===== src/rtl/buzzer_if.sv =====
// buzzer_if: register bus between the CPU write/read decoders and the buzzer slave
//   wr/waddr/wdata : one-cycle full-word write strobe, byte address, data
//   rd/raddr/rdata : read strobe, byte address, registered read data
interface buzzer_if #(parameter int ADDRESS_WIDTH = 8);
  logic                     wr;
  logic [ADDRESS_WIDTH-1:0] waddr;
  logic [31:0]              wdata;
  logic                     rd;
  logic [ADDRESS_WIDTH-1:0] raddr;
  logic [31:0]              rdata;
  modport master (output wr, waddr, wdata, rd, raddr, input rdata);
  modport slave (input wr, waddr, wdata, rd, raddr, output rdata);
endinterface


===== src/rtl/buzzer.sv =====
// buzzer: memory-mapped square-wave tone generator with optional note FIFO
//   clk        : system clock, rising edge
//   rstn       : asynchronous active-low reset
//   bus        : buzzer_if.slave register window (CTRL 0x00, DIV 0x04, DUR 0x08, STATUS 0x0C, NOTE 0x10)
//   buzzer_pin : tone output, 0 when silent
//   BUZZER_NOTE_FIFO_EN : define to build the NOTE register and FIFO_DEPTH-entry note queue
module buzzer #(
  parameter int ADDRESS_WIDTH = 8,
  parameter int TICK_DIV = 50000,
  parameter int FIFO_DEPTH = 4
) (
  input  logic    clk,
  input  logic    rstn,
  buzzer_if.slave bus,
  output logic    buzzer_pin
);
  localparam int PW = $clog2(TICK_DIV + 1);
  typedef enum logic {IDLE, PLAY} state_t;
  state_t state_q, state_d;
  logic [ADDRESS_WIDTH-1:0] wa, ra;
  logic [2:0] wsel, rsel;
  logic ctrl_wr, div_wr, dur_wr, kill, start, note_end, loop_reg, load_reg, load_fifo, busy;
  logic en_q, loop_q, src_q, fifo_empty;
  logic [19:0] div_q, cur_div_q, phase_q, ld_div;
  logic [15:0] dur_q, rem_q, ld_dur;
  logic [PW-1:0] presc_q;
  logic [31:0] head, status;
  logic unused_bits;
  assign wa = bus.waddr;
  assign ra = bus.raddr;
  assign unused_bits = ^{wa, ra, bus.wdata};
  assign wsel = wa[4:2];
  assign rsel = ra[4:2];
  assign ctrl_wr = bus.wr & (wsel == 3'd0);
  assign div_wr = bus.wr & (wsel == 3'd1);
  assign dur_wr = bus.wr & (wsel == 3'd2);
  // A CTRL write with EN=0 overrides any START in the same word
  assign kill = ctrl_wr & ~bus.wdata[0];
  assign start = ctrl_wr & bus.wdata[0] & bus.wdata[1] & (dur_q != '0);
  // Last cycle of the last tick of the current note
  assign note_end = (state_q == PLAY) & (presc_q == PW'(1)) & (rem_q[15:1] == '0);
  // LOOP only repeats notes that came from the registers, never FIFO notes
  assign loop_reg = loop_q & ~src_q;
  assign ld_div = load_fifo ? head[19:0] : div_q;
  assign ld_dur = load_fifo ? {4'd0, head[31:20]} : dur_q;
  always_ff @(posedge clk or negedge rstn)
    if (!rstn) state_q <= IDLE;
    else state_q <= state_d;
  always_comb begin
    load_reg = ~kill & (start | note_end & loop_reg);
    load_fifo = ~kill & ~start & ~fifo_empty & (state_q == IDLE ? en_q : note_end & ~loop_reg);
    state_d = kill ? IDLE : (load_reg | load_fifo) ? PLAY : note_end ? IDLE : state_q;
  end
  always_comb busy = state_q == PLAY;
  always_ff @(posedge clk or negedge rstn)
    if (!rstn) begin
      en_q <= 1'b0;
      loop_q <= 1'b0;
      div_q <= '0;
      dur_q <= '0;
      cur_div_q <= '0;
      phase_q <= '0;
      rem_q <= '0;
      presc_q <= '0;
      src_q <= 1'b0;
      buzzer_pin <= 1'b0;
    end else begin
      if (ctrl_wr) begin
        en_q <= bus.wdata[0];
        loop_q <= bus.wdata[2];
      end
      if (div_wr) div_q <= bus.wdata[19:0];
      if (dur_wr) dur_q <= bus.wdata[15:0];
      if (load_reg | load_fifo) begin
        cur_div_q <= ld_div;
        phase_q <= ld_div;
        rem_q <= ld_dur;
        presc_q <= PW'(TICK_DIV);
        src_q <= load_fifo;
        buzzer_pin <= 1'b0;
      end else if (state_d == IDLE) buzzer_pin <= 1'b0;
      else begin
        presc_q <= presc_q == PW'(1) ? PW'(TICK_DIV) : presc_q - PW'(1);
        if (presc_q == PW'(1)) rem_q <= rem_q - 16'd1;
        // DIV=0 is a rest: duration runs while the pin stays low
        if (cur_div_q == '0) buzzer_pin <= 1'b0;
        else if (phase_q == 20'd1) begin
          buzzer_pin <= ~buzzer_pin;
          phase_q <= cur_div_q;
        end else phase_q <= phase_q - 20'd1;
      end
    end
`ifdef BUZZER_NOTE_FIFO_EN
  localparam int AW = $clog2(FIFO_DEPTH);
  localparam int CW = AW + 1;
  logic [31:0] mem [FIFO_DEPTH];
  logic [AW-1:0] wp_q, rp_q;
  logic [CW-1:0] cnt_q;
  logic note_wr, stat_wr, push, fifo_full, ovf_q;
  assign note_wr = bus.wr & (wsel == 3'd4);
  assign stat_wr = bus.wr & (wsel == 3'd3);
  assign fifo_empty = cnt_q == '0;
  assign fifo_full = cnt_q == CW'(FIFO_DEPTH);
  // A pop in the same cycle frees the slot, so a push onto a full FIFO still lands
  assign push = note_wr & (~fifo_full | load_fifo);
  assign head = mem[rp_q];
  assign status = {28'd0, ovf_q, fifo_full, fifo_empty, busy};
  always_ff @(posedge clk)
    if (push) mem[wp_q] <= bus.wdata;
  always_ff @(posedge clk or negedge rstn)
    if (!rstn) begin
      wp_q <= '0;
      rp_q <= '0;
      cnt_q <= '0;
      ovf_q <= 1'b0;
    end else begin
      if (kill) begin
        wp_q <= '0;
        rp_q <= '0;
        cnt_q <= '0;
      end else begin
        wp_q <= wp_q + AW'(push);
        rp_q <= rp_q + AW'(load_fifo);
        cnt_q <= cnt_q + CW'(push) - CW'(load_fifo);
      end
      if (note_wr & ~push) ovf_q <= 1'b1;
      else if (stat_wr & bus.wdata[3]) ovf_q <= 1'b0;
    end
`else
  assign fifo_empty = 1'b1;
  assign head = '0;
  assign status = {31'd0, busy};
`endif
  always_ff @(posedge clk or negedge rstn)
    if (!rstn) bus.rdata <= '0;
    else if (bus.rd)
      bus.rdata <= rsel == 3'd0 ? {29'd0, loop_q, 1'b0, en_q} :
                   rsel == 3'd1 ? {12'd0, div_q} :
                   rsel == 3'd2 ? {16'd0, dur_q} :
                   rsel == 3'd3 ? status : '0;
endmodule

===== src/flat_wrapper.sv =====
// flat-port wrapper written by rule: the top's interface ports become plain ports
module buzzer_flat 
#(
  parameter int ADDRESS_WIDTH = 8,
  parameter int TICK_DIV = 50000,
  parameter int FIFO_DEPTH = 4
)
  (clk, rstn, buzzer_pin, bus_wr, bus_waddr, bus_wdata, bus_rd, bus_raddr, bus_rdata);
  buzzer_if #(.ADDRESS_WIDTH(ADDRESS_WIDTH)) bus_i ();
  input  logic clk;
  input  logic rstn;
  output logic buzzer_pin;
  input wire logic [$bits(bus_i.wr)-1:0] bus_wr;
  input wire logic [$bits(bus_i.waddr)-1:0] bus_waddr;
  input wire logic [$bits(bus_i.wdata)-1:0] bus_wdata;
  input wire logic [$bits(bus_i.rd)-1:0] bus_rd;
  input wire logic [$bits(bus_i.raddr)-1:0] bus_raddr;
  output wire logic [$bits(bus_i.rdata)-1:0] bus_rdata;
  assign bus_i.wr = bus_wr;
  assign bus_i.waddr = bus_waddr;
  assign bus_i.wdata = bus_wdata;
  assign bus_i.rd = bus_rd;
  assign bus_i.raddr = bus_raddr;
  assign bus_rdata = bus_i.rdata;
  buzzer #(.ADDRESS_WIDTH(ADDRESS_WIDTH), .TICK_DIV(TICK_DIV), .FIFO_DEPTH(FIFO_DEPTH)) u_core (.clk(clk), .rstn(rstn), .bus(bus_i), .buzzer_pin(buzzer_pin));
endmodule

===== config.mk =====
export PLATFORM = sky130hd
export DESIGN_NAME = buzzer_flat
export DESIGN_NICKNAME = d
export VERILOG_FILES = /design/src/rtl/buzzer_if.sv /design/src/rtl/buzzer.sv /design/src/flat_wrapper.sv
export SDC_FILE = /design/constraint.sdc
export NUM_CORES = 1
export LEC_CHECK = 0
export BUFFER_PORTS_ARGS = -buffer_cell sky130_fd_sc_hd__buf_4
export CORE_ASPECT_RATIO = 1.1
export CORE_MARGIN = 2
export CORE_UTILIZATION = 57
export DETAILED_ROUTE_END_ITERATION = 16
export GPL_ROUTABILITY_DRIVEN = 0
export PLACE_DENSITY = 0.89
export SLEW_MARGIN = 20
export SYNTH_ARGS = -nofsm -noshare
export SYNTH_HDL_FRONTEND = slang
export SYNTH_SLANG_ARGS = --single-unit

===== constraint.sdc =====
create_clock -name clk -period 3.6 [get_ports clk]
set_clock_uncertainty 0.2 [all_clocks]
set_input_delay 0.72 -clock clk [delete_from_list [all_inputs] [get_ports clk]]
set_output_delay 0.72 -clock clk [all_outputs]
set_load 0.05 [all_outputs]

==> results.json, run 1 <==
{
  "outcome": "complete, no violations",
  "area_growth_syn_to_layout_pct": 16.1,
  "die_area_mm2": 0.0128,
  "hold_violations": 0,
  "cts_setup_buffers": 0,
  "maxCapViolCount": 0,
  "critical_path.max_stage_delay_ns": 0.85,
  "final_cell_mix": "dfrtp_1 (132), nand2_1 (90), buf_4 (62), mux2_2 (42), inv_1 (38)",
  "dr.pass1.iters": 7,
  "slowest_stage": "or3_1",
  "grt_remaining_overflow": 0,
  "relSlewSlack_pct": 31.4,
  "cts_sinks": 132,
  "routed_wl_mm": 18.9,
  "grt_pass1_vias": 5930,
  "ff2ff_path_depth": 6,
  "use_met2_pct": 48.3,
  "initial_core_util_pct": 59.0,
  "synth_top_area_share_pct": 48.5,
  "rsz0062_at_grt": "no",
  "netlist_top_cells_area": "dfrtp_1 (48%), mux2_2 (6.9%), nand2_1 (5.0%)",
  "end_kind": "register",
  "core_area_mm2": 0.0115,
  "utilization_pct": 68.6,
  "remaining_drc_errors": 0,
  "grt_start_max_net_pins": 49,
  "gr-usage-met1_pct": 38.7,
  "postRouteAntennaNets": 0,
  "drv_slew": 0,
  "netlist_instances": 682,
  "io_pins": 85,
  "fin_setup_tns_ns": 0,
  "grt.busiest_layer": "met2",
  "cts-resized-gates": 0,
  "power.leakage_nw": 3.66,
  "clkTransAtPathRegs_ns": 0.06,
  "cts_max_level": 4,
  "yosys_warnings": 0,
  "io_buffers": 50,
  "synth-seq-cells": 132,
  "grtUsageTotal_pct": 30.6,
  "path_cells": "nor4_2, nand4_1, or3_1, mux2_4, mux2i_1, o21ai_1",
  "start_kind": "register",
  "dieWidth_um": 108,
  "cts_buffers": 17,
  "synthDistinctLibCells": 60,
  "path_delay_family": "simple AND/OR/NAND/NOR gates",
  "grt_pass1_wl_mm": 30.4,
  "cts_root_buf": "clkbuf_16",
  "min_period_ns": 3.10,
  "min-delay-path-class": "input pin to asynchronous set/reset pin",
  "yosysTopAreaCell": "dfrtp_1",
  "final_common_cell": "dfrtp_1",
  "grt_use_met3_pct": 7.61,
  "ys_seq_area_share_pct": 48.5,
  "initialDrtViolationCount": 794,
  "cts_tree": "yes",
  "cp.arrival_ns": 3.20,
  "synthFlopType": "dfrtp_1",
  "hold_buffers": 0,
  "avgSynthCellArea_um2": 9.99,
  "setup_violations": 0,
  "r2r_start": "u_core.phase_q[6]",
  "worst-path-buf-inv": 0,
  "cts_buffer_depth": 2,
  "fin_crit_sh_pct": 86.1,
  "fillerInstances": 739,
  "r2r_slack_ns": 0.50,
  "synthArstFlopShare_pct": 100,
  "clk-insertion-delay-late_ns": 0.43,
  "antenna_cells": 0,
  "dp_hpwl_mm": 12.0,
  "timing.rr.end": "u_core.phase_q[14]",
  "seq_area_mm2": 0.00330,
  "num_vias": 5874,
  "cp.required_ns": 3.70,
  "worst_pin_slew_ns": 1.03,
  "wire_per_inst_um": 21.3,
  "nets": 784,
  "peakVddDrop_v": 0.000390,
  "viasPerCell": 6.60,
  "multi_input_area_mm2": 0.00317,
  "fmax_ghz": 0.322,
  "netlist_area_mm2": 0.00681,
  "criticalPathCategory": "register to register",
  "rows": 41,
  "synth_edf_count": 0,
  "layout-drive-gt1-share_pct": 21.1,
  "die_height_um": 119,
  "crit_fanout": 26,
  "antenna_found_initial": 0,
  "power.density_mw_per_mm2": 688
}
[Yosys cell counts (3+ instances only)]
cell,number
a211oi_1,7
o2111ai_1,6
o22ai_1,21
ha_1,5
buf_4,14
a21oi_1,10
o21ai_0,30
nand2_1,90
nor2b_1,3
a22oi_1,16
xor2_1,8
nor4b_1,3
o31ai_1,3
or2_2,3
nand3_1,24
a2111oi_0,9
or4_1,7
dfrtp_1,132
nor3_1,17
inv_1,38
and3_1,4
nor2_1,30
clkbuf_1,22
xnor2_1,21
nand4_1,5
mux2i_1,23
buf_2,11
mux2_2,42
nor4_1,23
nand2b_1,3
or3_1,6
o2bb2ai_1,6
[report_power, final]
part | switching [mW] | internal, mW | leakage [nW]
combinational | 0.757 | 0.639 | 1.74
sequential | 0.480 | 1.87 | 1.64
clock | 0.715 | 0.987 | 0.278
total | 1.95 | 3.49 | 3.66
[worst max path at each step]
stage                     depth (start not counted)                from                  to
after floorplan                                   7        bus_waddr[3]  u_core.phase_q[16]
after global placement                            8        bus_waddr[3]     u_core.rem_q[0]
after detailed placement                          7        bus_waddr[3]    u_core.rem_q[15]
after CTS                                         7   u_core.phase_q[1]  u_core.phase_q[14]
after global routing                              6  u_core.phase_q[10]  u_core.phase_q[14]
final                                             6   u_core.phase_q[6]  u_core.phase_q[14]
[metal layers]
layer	vias up	share of wire, %
li1	2527	-
met1	2837	37
met2	402	49
met3	108	9.0
met4	0	5.4
met5	-	0
[registers in the layout, summed over array words and instances (netlist names), 16 cells and up]
signal            count
u_core.dur_q         16
u_core.cur_div_q     20
u_core.rem_q         16
u_core.bus.rdata     20
u_core.div_q         20
u_core.phase_q       20
u_core.presc_q       16
[stage by stage]
step | cells | setup slack, ns | power [mW] | area, um2 | hold WS (ns)
6_report | 890 | 0.499 | 5.44 | 7910 | 0.0496
5_1_grt | 890 | 0.366 | 5.68 | 7910 | 0.0934
3_5_place_dp | 858 | 0.472 | 3.66 | 7330 | 0.285
2_1_floorplan | 693 | 0.880 | 3.25 | 6860 | 0.224
3_3_place_gp | 858 | 0.554 | 3.54 | 7330 | 0.267
4_1_cts | 890 | 0.563 | 5.39 | 7910 | 0.0748
[logic make-up (layout without fill, tap and decap cells)]
| group | count (synthesis) | in the layout | synth area share (%) |
|---|---|---|---|
| buf+inv | 88 | 135 | 6.21 |
| flops | 132 | 132 | 48.5 |
| mux | 67 | 67 | 10.9 |
| compound gates | 127 | 127 | 12.7 |
| fa+ha+maj | 5 | 5 | 0.918 |
| other cells | 1 | 12 | 0.0550 |
| simple gates | 233 | 233 | 17.0 |
| xor+xnor | 29 | 29 | 3.73 |
[worst register-to-register path, delay by kind of cell, from the launching register on]
family          cells  cell delay [ns]
flops               1             0.46
simple gates        3             1.55
mux                 2             0.65
compound gates      1             0.11
[area by class of cell]
cell class / count / area share [%]
sequential: 132 / 41.7
multi-input combinational: 473 / 40.1
timing repair buffer: 65 / 6.64
clock inverter: 14 / 1.79
clock buffer: 18 / 5.55
tap: 150 / 2.37
inverter: 38 / 1.80
No activity file was read; power rests on OpenSTA's default activity.
==> inputs of run 2 (changes only) <==
--- a/config.mk
+++ b/config.mk
@@ -5,13 +5,14 @@
 export SDC_FILE = /design/constraint.sdc
 export NUM_CORES = 1
 export LEC_CHECK = 0
+export ABC_AREA = 1
 export BUFFER_PORTS_ARGS = -buffer_cell sky130_fd_sc_hd__buf_4
 export CORE_ASPECT_RATIO = 1.1
 export CORE_MARGIN = 2
 export CORE_UTILIZATION = 57
 export DETAILED_ROUTE_END_ITERATION = 16
 export GPL_ROUTABILITY_DRIVEN = 0
-export PLACE_DENSITY = 0.89
+export PLACE_DENSITY = 0.88
 export SLEW_MARGIN = 20
 export SYNTH_ARGS = -nofsm -noshare
 export SYNTH_HDL_FRONTEND = slang
==> run 2 against run 1 <==
  * Die area rose by 9.6%
  * Cell count rose by 38%
  * Sequential power barely moved
  * Hold slack improved by 0.041 ns
  * Fmax rose by 24%
  * Critical path depth rose by 4
  * Count of clock-buffer cells in the layout fell by 1
  * Wire length rose by 0.80%
  * Combinational power rose by 76%
  * Critical endpoint is now u_core.phase_q[8]
==> results.json, run 2 <==
{
  "grtUsageTotal_pct": 27.9,
  "min-delay-path-class": "input pin to asynchronous set/reset pin",
  "fmax_ghz": 0.400,
  "grt_pass1_vias": 6630,
  "grt_remaining_overflow": 0,
  "clkTransAtPathRegs_ns": 0.06,
  "hold_violations": 0,
  "outcome": "complete, no violations",
  "cts_setup_buffers": 0,
  "antenna_found_initial": 0,
  "layout-drive-gt1-share_pct": 12.6,
  "rsz0062_at_grt": "no",
  "worst_pin_slew_ns": 0.963,
  "grt_pass1_wl_mm": 31.7,
  "nets": 1119,
  "area_growth_syn_to_layout_pct": 13.3,
  "design_area_mm2": 0.00849,
  "clk-insertion-delay-late_ns": 0.43,
  "criticalPathCategory": "register to register",
  "synthArstFlopShare_pct": 100,
  "p_sw_mw": 2.71,
  "utilization_pct": 66.9,
  "cts_sinks": 132,
  "fin_crit_sh_pct": 69.5,
  "cts-resized-gates": 0,
  "yosysTopAreaCell": "dfrtp_1",
  "rows": 43,
  "die_area_mm2": 0.0141,
  "routed_wl_mm": 19.1,
  "fin_setup_tns_ns": 0,
  "power.density_mw_per_mm2": 765,
  "dpl-instance-area_mm2": 0.00792,
  "dp_hpwl_mm": 12.8,
  "netlist_top_cells_area": "dfrtp_1 (44%), nand2_1 (19%), o21ai_0 (5.0%)",
  "start_kind": "register",
  "power.leakage_nw": 4.55,
  "cts_buffers": 17,
  "min_period_ns": 2.50,
  "cts_tree": "yes",
  "avgSynthCellArea_um2": 7.35,
  "initial_core_util_pct": 59.0,
  "synth_top_area_share_pct": 44.1,
  "synthDistinctLibCells": 36,
  "yosys_warnings": 0,
  "clkPwrFrac_pct": 26.0,
  "r2r_slack_ns": 1.10,
  "cts_root_buf": "clkbuf_16",
  "yosys-top-cells-count": "nand2_1 (378), dfrtp_1 (132), inv_1 (94), nor2_1 (91), o21ai_0 (75)",
  "netlist_instances": 1019,
  "p_sw_share_pct": 41.7,
  "dieWidth_um": 113,
  "synthFlopType": "dfrtp_1",
  "remaining_drc_errors": 0,
  "netlist_area_mm2": 0.00749,
  "io_buffers": 50,
  "synth-seq-cells": 132,
  "postRouteAntennaNets": 0,
  "combinationalPowerShare_pct": 37.9,
  "relSlewSlack_pct": 35.7,
  "intPower_mw": 3.79,
  "dr.pass1.iters": 5,
  "ys_seq_area_share_pct": 44.1,
  "fillerInstances": 956,
  "viasPerCell": 5.63,
  "cts_buffer_depth": 2,
  "num_vias": 6930,
  "die_height_um": 124,
  "initialDrtViolationCount": 547,
  "peakVddDrop_v": 0.000426,
  "antenna_cells": 0,
  "drv_slew": 0,
  "power_frac_seq_pct": 36.1,
  "setup_violations": 0,
  "maxCapViolCount": 0,
  "crit_fanout": 18,
  "final_cell_mix": "nand2_1 (378), dfrtp_1 (132), inv_1 (94), nor2_1 (91), o21ai_0 (75)",
  "hold_buffers": 0,
  "cp.arrival_ns": 2.62,
  "end_kind": "register",
  "cts_max_level": 4,
  "io_pins": 85,
  "synth_edf_count": 0,
  "core_area_mm2": 0.0127,
  "final_common_cell": "nand2_1",
  "wire_per_inst_um": 15.5,
  "yosysMostFrequentCell": "nand2_1",
  "grt_start_max_net_pins": 72,
  "cp.required_ns": 3.72,
  "p_total_mw": 6.50
}
run 2: power by group through the flow:
stage	logic (mW)	registers, mW	clock network [mW]
2_1_floorplan	1.90	2.28	0
3_3_place_gp	2.31	2.33	0
3_5_place_dp	2.40	2.33	0
4_1_cts	2.44	2.33	1.69
5_1_grt	2.82	2.40	1.77
6_report	2.46	2.35	1.69
run 2: layout make-up:
type                       count  area, um2  share of cell area, %
clock buffer                  17        425                   5.01
clock inverter                15        146                   1.72
inverter                      99        372                   4.38
multi-input combinational    750       3550                   41.9
sequential                   132       3300                   38.9
tap                          157        196                   2.31
timing repair buffer          62        494                   5.82
run 2: worst paths after layout:
check	from	to	cells after the start
min in group clk	u_core.rem_q[15]	u_core.rem_q[15]	2
worst max-delay path	u_core.phase_q[8]	u_core.phase_q[8]	10
worst min register to register	u_core.rem_q[15]	u_core.rem_q[15]	2
max in group asynchronous	rstn	u_core.dur_q[6]	2
worst min-delay path	rstn	u_core.rem_q[13]	1
worst max register to register	u_core.phase_q[8]	u_core.phase_q[8]	10
run 2: worst max-delay path: stages, from the launching register on:
cell     delay [ns]
dfrtp_1        0.45
nor2_2         0.25
nand2_1        0.12
nor2_2         0.21
nand3_2        0.35
inv_1          0.41
o21ai_0        0.14
nand2_1        0.10
nand2_1        0.06
nand2_1        0.06
nand2_1        0.05
run 2: layer usage:
| layer | GRT usage [%] | share of wire (%) | vias to the layer above |
|---|---|---|---|
| met5 | 0 | 0 | - |
| met4 | 12.0 | 3.1 | 0 |
| met3 | 5.36 | 8.0 | 60 |
| met2 | 45.5 | 49 | 347 |
| met1 | 36.4 | 40 | 3240 |
| li1 | - | - | 3283 |
run 2: metrics by stage:
step           worst slack (ns)  cells  hold WS [ns]
4_1_cts                    1.17   1232         0.131
3_5_place_dp              0.869   1200         0.265
2_1_floorplan              1.35   1030         0.224
3_3_place_gp              0.921   1200         0.257
6_report                   1.10   1232        0.0905
5_1_grt                   0.948   1232         0.167
run 2: cell families after synthesis:
kind of cell	synth area share (%)
muxes	2.71
DFF	44.1
other	0.0501
adders and majority gates	0.835
and+or+nand+nor	32.1
buffers and inverters	9.02
AOI/OAI and AO/OA	7.62
xor gates and xnor gates	3.62
